**src/rtl/sram_arbiter.sv**
```systemverilog
// Two-master round-robin arbiter in front of a single-port SRAM with registered
// read data. One access per cycle; read data is steered back to its issuer one
// cycle after acceptance; per-master saturating access counters for debug.
module sram_arbiter #(
  parameter int ADDR_W = 4,
  parameter int DATA_W = 8,
  parameter int CNT_W  = 16
) (
  input  logic              clk,
  input  logic              rst,
  input  logic              req0,
  input  logic              req1,
  input  logic              we0,
  input  logic              we1,
  input  logic [ADDR_W-1:0] addr0,
  input  logic [ADDR_W-1:0] addr1,
  input  logic [DATA_W-1:0] wdata0,
  input  logic [DATA_W-1:0] wdata1,
  output logic              gnt0,
  output logic              gnt1,
  output logic              rvalid0,
  output logic              rvalid1,
  output logic [DATA_W-1:0] rdata,
  output logic [CNT_W-1:0]  cnt0,
  output logic [CNT_W-1:0]  cnt1,
  output logic              sram_we,
  output logic [ADDR_W-1:0] sram_addr,
  output logic [DATA_W-1:0] sram_din,
  input  logic [DATA_W-1:0] sram_dout
);

  // Outstanding read: the SRAM returns data one cycle after the address edge,
  // so only one read can ever be in flight.
  typedef struct packed {
    logic valid;
    logic owner;
  } rd_pend_t;

  logic             prio_q, prio_d;
  rd_pend_t         rd_pend_q, rd_pend_d;
  logic [CNT_W-1:0] cnt0_q, cnt0_d;
  logic [CNT_W-1:0] cnt1_q, cnt1_d;
  logic             accept;

  // Grant: single requester wins outright, contention resolved by prio_q.
  // Both grants are held low while reset is asserted.
  always_comb begin
    // NOTE: every combinational output gets a default first so no path leaves
    // it unassigned; an unassigned path would infer a latch.
    gnt0 = 1'b0;
    gnt1 = 1'b0;
    if (!rst) begin
      if (req0 && (!req1 || !prio_q)) begin
        gnt0 = 1'b1;
      end else if (req1) begin
        gnt1 = 1'b1;
      end
    end
  end

  // SRAM port mux: follow the granted master, default to master 0 when idle.
  always_comb begin
    sram_addr = gnt1 ? addr1  : addr0;
    sram_din  = gnt1 ? wdata1 : wdata0;
    sram_we   = (gnt0 & we0) | (gnt1 & we1);
  end

  // Next state: pointer moves to the loser, read tracking, saturating counters.
  always_comb begin
    accept          = gnt0 | gnt1;
    prio_d          = prio_q;
    rd_pend_d       = '0;
    cnt0_d          = cnt0_q;
    cnt1_d          = cnt1_q;
    if (accept) begin
      prio_d          = gnt0;
      rd_pend_d.valid = ~sram_we;
      rd_pend_d.owner = gnt1;
    end
    if (gnt0 && (cnt0_q != '1)) cnt0_d = cnt0_q + CNT_W'(1);
    if (gnt1 && (cnt1_q != '1)) cnt1_d = cnt1_q + CNT_W'(1);
  end

  // State registers with asynchronous clear.
  always_ff @(posedge clk or posedge rst) begin
    if (rst) begin
      prio_q    <= 1'b0;
      rd_pend_q <= '0;
      cnt0_q    <= '0;
      cnt1_q    <= '0;
    end else begin
      // NOTE: non-blocking assignments so every register samples the values
      // from before this edge, independent of statement order.
      prio_q    <= prio_d;
      rd_pend_q <= rd_pend_d;
      cnt0_q    <= cnt0_d;
      cnt1_q    <= cnt1_d;
    end
  end

  assign rvalid0 = rd_pend_q.valid & ~rd_pend_q.owner;
  assign rvalid1 = rd_pend_q.valid &  rd_pend_q.owner;
  assign rdata   = sram_dout;
  assign cnt0    = cnt0_q;
  assign cnt1    = cnt1_q;

endmodule

```
**config.mk**
```make
export PLATFORM = sky130hd
export DESIGN_NAME = sram_arbiter
export DESIGN_NICKNAME = d
export VERILOG_FILES = /design/src/rtl/sram_arbiter.sv
export SDC_FILE = /design/constraint.sdc
export NUM_CORES = 1
export LEC_CHECK = 0
export ABC_AREA = 1
export CORE_ASPECT_RATIO = 1.25
export CORE_MARGIN = 2
export CORE_UTILIZATION = 35
export CTS_CLUSTER_DIAMETER = 150
export DETAILED_ROUTE_END_ITERATION = 8
export GPL_TIMING_DRIVEN = 0
export MAX_ROUTING_LAYER = met4
export PLACE_DENSITY = 0.67
export REMOVE_ABC_BUFFERS = 1
export SLEW_MARGIN = 10
export SYNTH_ARGS = -nofsm -noshare
export SYNTH_HDL_FRONTEND = slang
export SYNTH_SLANG_ARGS = --single-unit
```
**constraint.sdc**
```tcl
create_clock -name clk -period 4.2 [get_ports clk]
set_clock_uncertainty 0.1 [all_clocks]
set_input_delay 1.05 -clock clk [delete_from_list [all_inputs] [get_ports clk]]
set_output_delay 1.05 -clock clk [all_outputs]
set_load 0.005 [all_outputs]
```
### After elaboration in Yosys (flattened, before gate mapping)

Cells that the tools add are included.

| word-level totals | value |
|---|---|
| output and inout bits | 57 |
| register bits | 35 |
| logic and storage cells | 31 |

| operators by class | value |
|---|---|
| add/sub/neg operators | 2 |
| bitwise logic cells | 8 |
| equality and inequality tests | 2 |
| reduce and logical (&&, ||, !) cells | 6 |
| multiplexer cells | 8 |

Operators with widths:

| operator | number |
|---|---|
| adder 16 x 1 -> 16 bit (second input constant) | 2 |
| != test 16 bit (second input constant) | 2 |
| 2-to-1 mux 8 bit | 1 |
| 2-to-1 mux 1 bit | 5 |
| AND 1 bit | 4 |
| 2-to-1 mux 4 bit | 1 |
| logical AND 1 bit | 3 |
| logical NOT 1 bit | 2 |
| 2-to-1 mux 2 bit | 1 |
| NOT 1 bit | 2 |
| OR 1 bit | 2 |
| logical OR 1 bit | 1 |

### Depth between registers and ports, before layout

| depth | value |
|---|---|
| depth after elaboration | 9 |
| depth in mapped cells | 9 |
| depth with buffers taken out | 9 |

### Worst setup path before layout

No wires, ideal clock.

| timing | value |
|---|---|
| path kind | input-to-output |
| start | in rst |
| end | out sram_addr[1] |
| required time | 3.050 ns |
| path buffers | 1 |
| stages on the path | 8 |
| arrival time | 2.578 ns |
| path slack | 0.472 ns |
| cells stage by stage | inv_1 nand2_1 inv_1 nand2_2 inv_2 buf_2 nand2_1 nand2_1 |

| between the ends | value |
|---|---|
| word-level cells in the longest chain between the ends | 2 |

Ends and longest elaborated chain:

| item | RTL line | RTL |
|---|---|---|
| start: declaration | 10 | `input logic rst,` |
| 2-to-1 mux 1 bit | 52 | `if (!rst) begin` |
| net gnt1 | 20 | `output logic gnt1,` |
| 2-to-1 mux 4 bit | 63 | `sram_addr = gnt1 ? addr1 : addr0;` |
| end: declaration | 27 | `output logic [ADDR_W-1:0] sram_addr,` |

The timed path passes the listed nets, and every way through them passes these cells.

### Worst setup path in the final report

| timing | value |
|---|---|
| start | in rst |
| end | out sram_we |

| between the ends | value |
|---|---|
| word-level cells in the longest chain between the ends | 3 |
| elaborated cells on any way between the ends | 5 |

Ends and longest elaborated chain:

| item | RTL line | RTL |
|---|---|---|
| 2-to-1 mux 1 bit | 52 |  |
| AND 1 bit | 65 | `sram_we = (gnt0 & we0) \| (gnt1 & we1);` |
| OR 1 bit * | 65 |  |
| end: declaration | 26 | `output logic sram_we,` |

Every way passes the cells marked *; elsewhere a longest branch is shown, timed or not.

==> metrics.cfg <==
[drt]
wl_per_cell_um = 11.8
drc = 0
drtAntennaViolNets = 0
vias = 2380
drt_iter0_markers = 69
dr.pass1.iters = 4
wl_um = 6090
vias_per_cell = 4.60

[critical_path]
critPathMaxStageDelay_ps = 520
arrival_ps = 2850
cp-end-kind = output port
crit_slowest_cell = clkdlybuf4s50_1
cp-start-kind = input port
required_ps = 3050
cp_cell_sequence = dlygate4sd2_1 -> bufinv_16 -> nand2_1 -> inv_1 -> nand2_4 -> inv_6 -> nand2_1 -> nand2_1 -> clkdlybuf4s50_1
path_common_cell = nand2_1
cp_max_fo = 18
critPathKind = input port to output port

[placed_design]
buffer_ports.inserted = 78
gp_congestion = 0.848
hpwl_um = 4480

[grt]
grt_pass1_wl_um = 9960
grt_max_degree = 19
grt_overflow = 0
gr-usage-all-layers_pct = 17.2
grt_pass1_vias = 2195
antenna_found_initial = 0

[clock_network]
cts_setup_buffers = 0
htree_levels = 2
numCtsBuffers = 5
path_clk_slew_ps = 70
clock_latency_ps = 280
cts_tree = built
cts_root_buffer = clkbuf_8
cts_sinks = 35
cts_resized = 9
cts_hold_buf = 0
clockBufferDepth = 2

[cells_and_area]
syn2layout_area_growth_pct = 40.0
antenna_cells = 0
nFillCells = 681
fin_util_pct = 50.5
final_cell_mix = nand2_1, clkdlybuf4s50_1, nor2_1, dfrtp_1, inv_1
drive_gt1_share_pct = 7.44
layout_commonest_cell = nand2_1
fin_nets = 469

[sta]
final_hold_viol_count = 0
drv_slew = 0
max_slew_margin_pct = 55.0
setup_violations = 0
fmax_ghz = 0.250
tns_ps = 0
hold_ws_ps = 389
min_period_ps = 4000
min_period_over_period_pct = 95.3
worst_pin_slew_ps = 674
rsz0062_at_grt = false

[flow_run]
maxCapViolations = 0

[power]
ir_worst_vdd_v = 0.000190
finalPower_mw = 1.09
cellPowerDensity_nw_per_um2 = 332
total_leakage_power_nw = 1.47

[logic_synthesis]
syn_inst = 355
ys_types = 22
synth_seq_cells = 35
synthMuxAreaShare_pct = 0
yosysWarnings = 0
syn_area_sq_um = 2350
synth_compound_area_share_pct = 3.56
synth_top_family_by_area = simple AND/OR/NAND/NOR gates
synth_fa_ha_area_share_pct = 1.06
synth-xor-area-share_pct = 4.84
avgSynthCellArea_sq_um = 6.63
yosys.area_share.simple_pct = 44.3
ys_seq_area_share_pct = 37.2

[die]
core_region_area_sq_um = 6520
dieHeight_um = 95.7
start_util_pct = 36.1
die_x_um = 77.4
dieArea_sq_um = 7400
io_pins = 95
rows = 33

[worst_hold_path]
min_path_type = register to register

[status]
outcome = completed

-- path summary, 6_finish.rpt --
check / slack (ps) / startpoint / cells past startpoint / to
hold / removal: 390 / prio_q / 2 / prio_q
min in group asynchronous: 870 / rst / 2 / cnt0[5]
max in group asynchronous: 2900 / rst / 2 / cnt1[4]
setup / recovery: 200 / rst / 9 / sram_we
hold reg to reg: 390 / prio_q / 2 / prio_q
setup reg to reg: 2240 / cnt1[0] / 8 / cnt1[3]
-- cells by family after synthesis --
group / after synthesis
AND/OR/NAND/NOR: 248
XOR/XNOR: 13
buffers and inverters: 44
flip-flops: 35
adder cells (fa/ha/maj): 2
AO/OA/AOI/OAI: 13
-- routing by layer --
metal	track usage (%)	up-vias	wire, um
li1	-	1237	-
met4	5.80	0	85
met5	-	-	0
met3	4.03	12	236
met2	30.4	55	3210
met1	19.2	1076	2560
-- power breakdown --
group	switching (mW)	internal [mW]
registers	0.0841	0.391
logic	0.144	0.201
clock network	0.124	0.150
-- synthesized netlist by cell type (all sizes together) --
cell	n	area, sq um
nor2	42	190
nand3	16	90.1
buf	12	92.6
inv	32	120
a21oi	1	5.00
nand3b	2	15.0
nand2	176	673
o21ai	12	78.8
nand4	12	75.1
xor2	5	43.8
dfrtp	35	876
ha	2	25.0
xnor2	8	70.1
-- area by class of cell --
class	instances	area, sq um	share of cell area (%)
Timing Repair Buffer	78	779	23.7
Sequential cell	35	876	26.6
Clock buffer	8	100	3.04
Multi-Input combinational cell	276	1270	38.6
Timing Repair inverter	1	8.76	0.266
Inverter	32	151	4.59
Tap cell	87	109	3.30
-- flip-flops by register name (all words and copies together), names as in the netlist --
register	count
prio_q	1
cnt1	16
rd_pend_q	2
cnt0	16
-- stage by stage --
step / worst slack (ps) / instances / cell area, sq um
floorplan: 463 / 343 / 2260
global placement: -1130 / 508 / 3150
detailed placement: -657 / 508 / 3150
CTS: 172 / 517 / 3300
global route: 41.2 / 517 / 3300
finish: 196 / 517 / 3300
-- worst max-delay path: cells and delay by family --
family / cells / cell delay [ps]
buffers and inverters: 5 / 1410
and+or+nand+nor: 4 / 370
(Power assumes the default switching activity.)
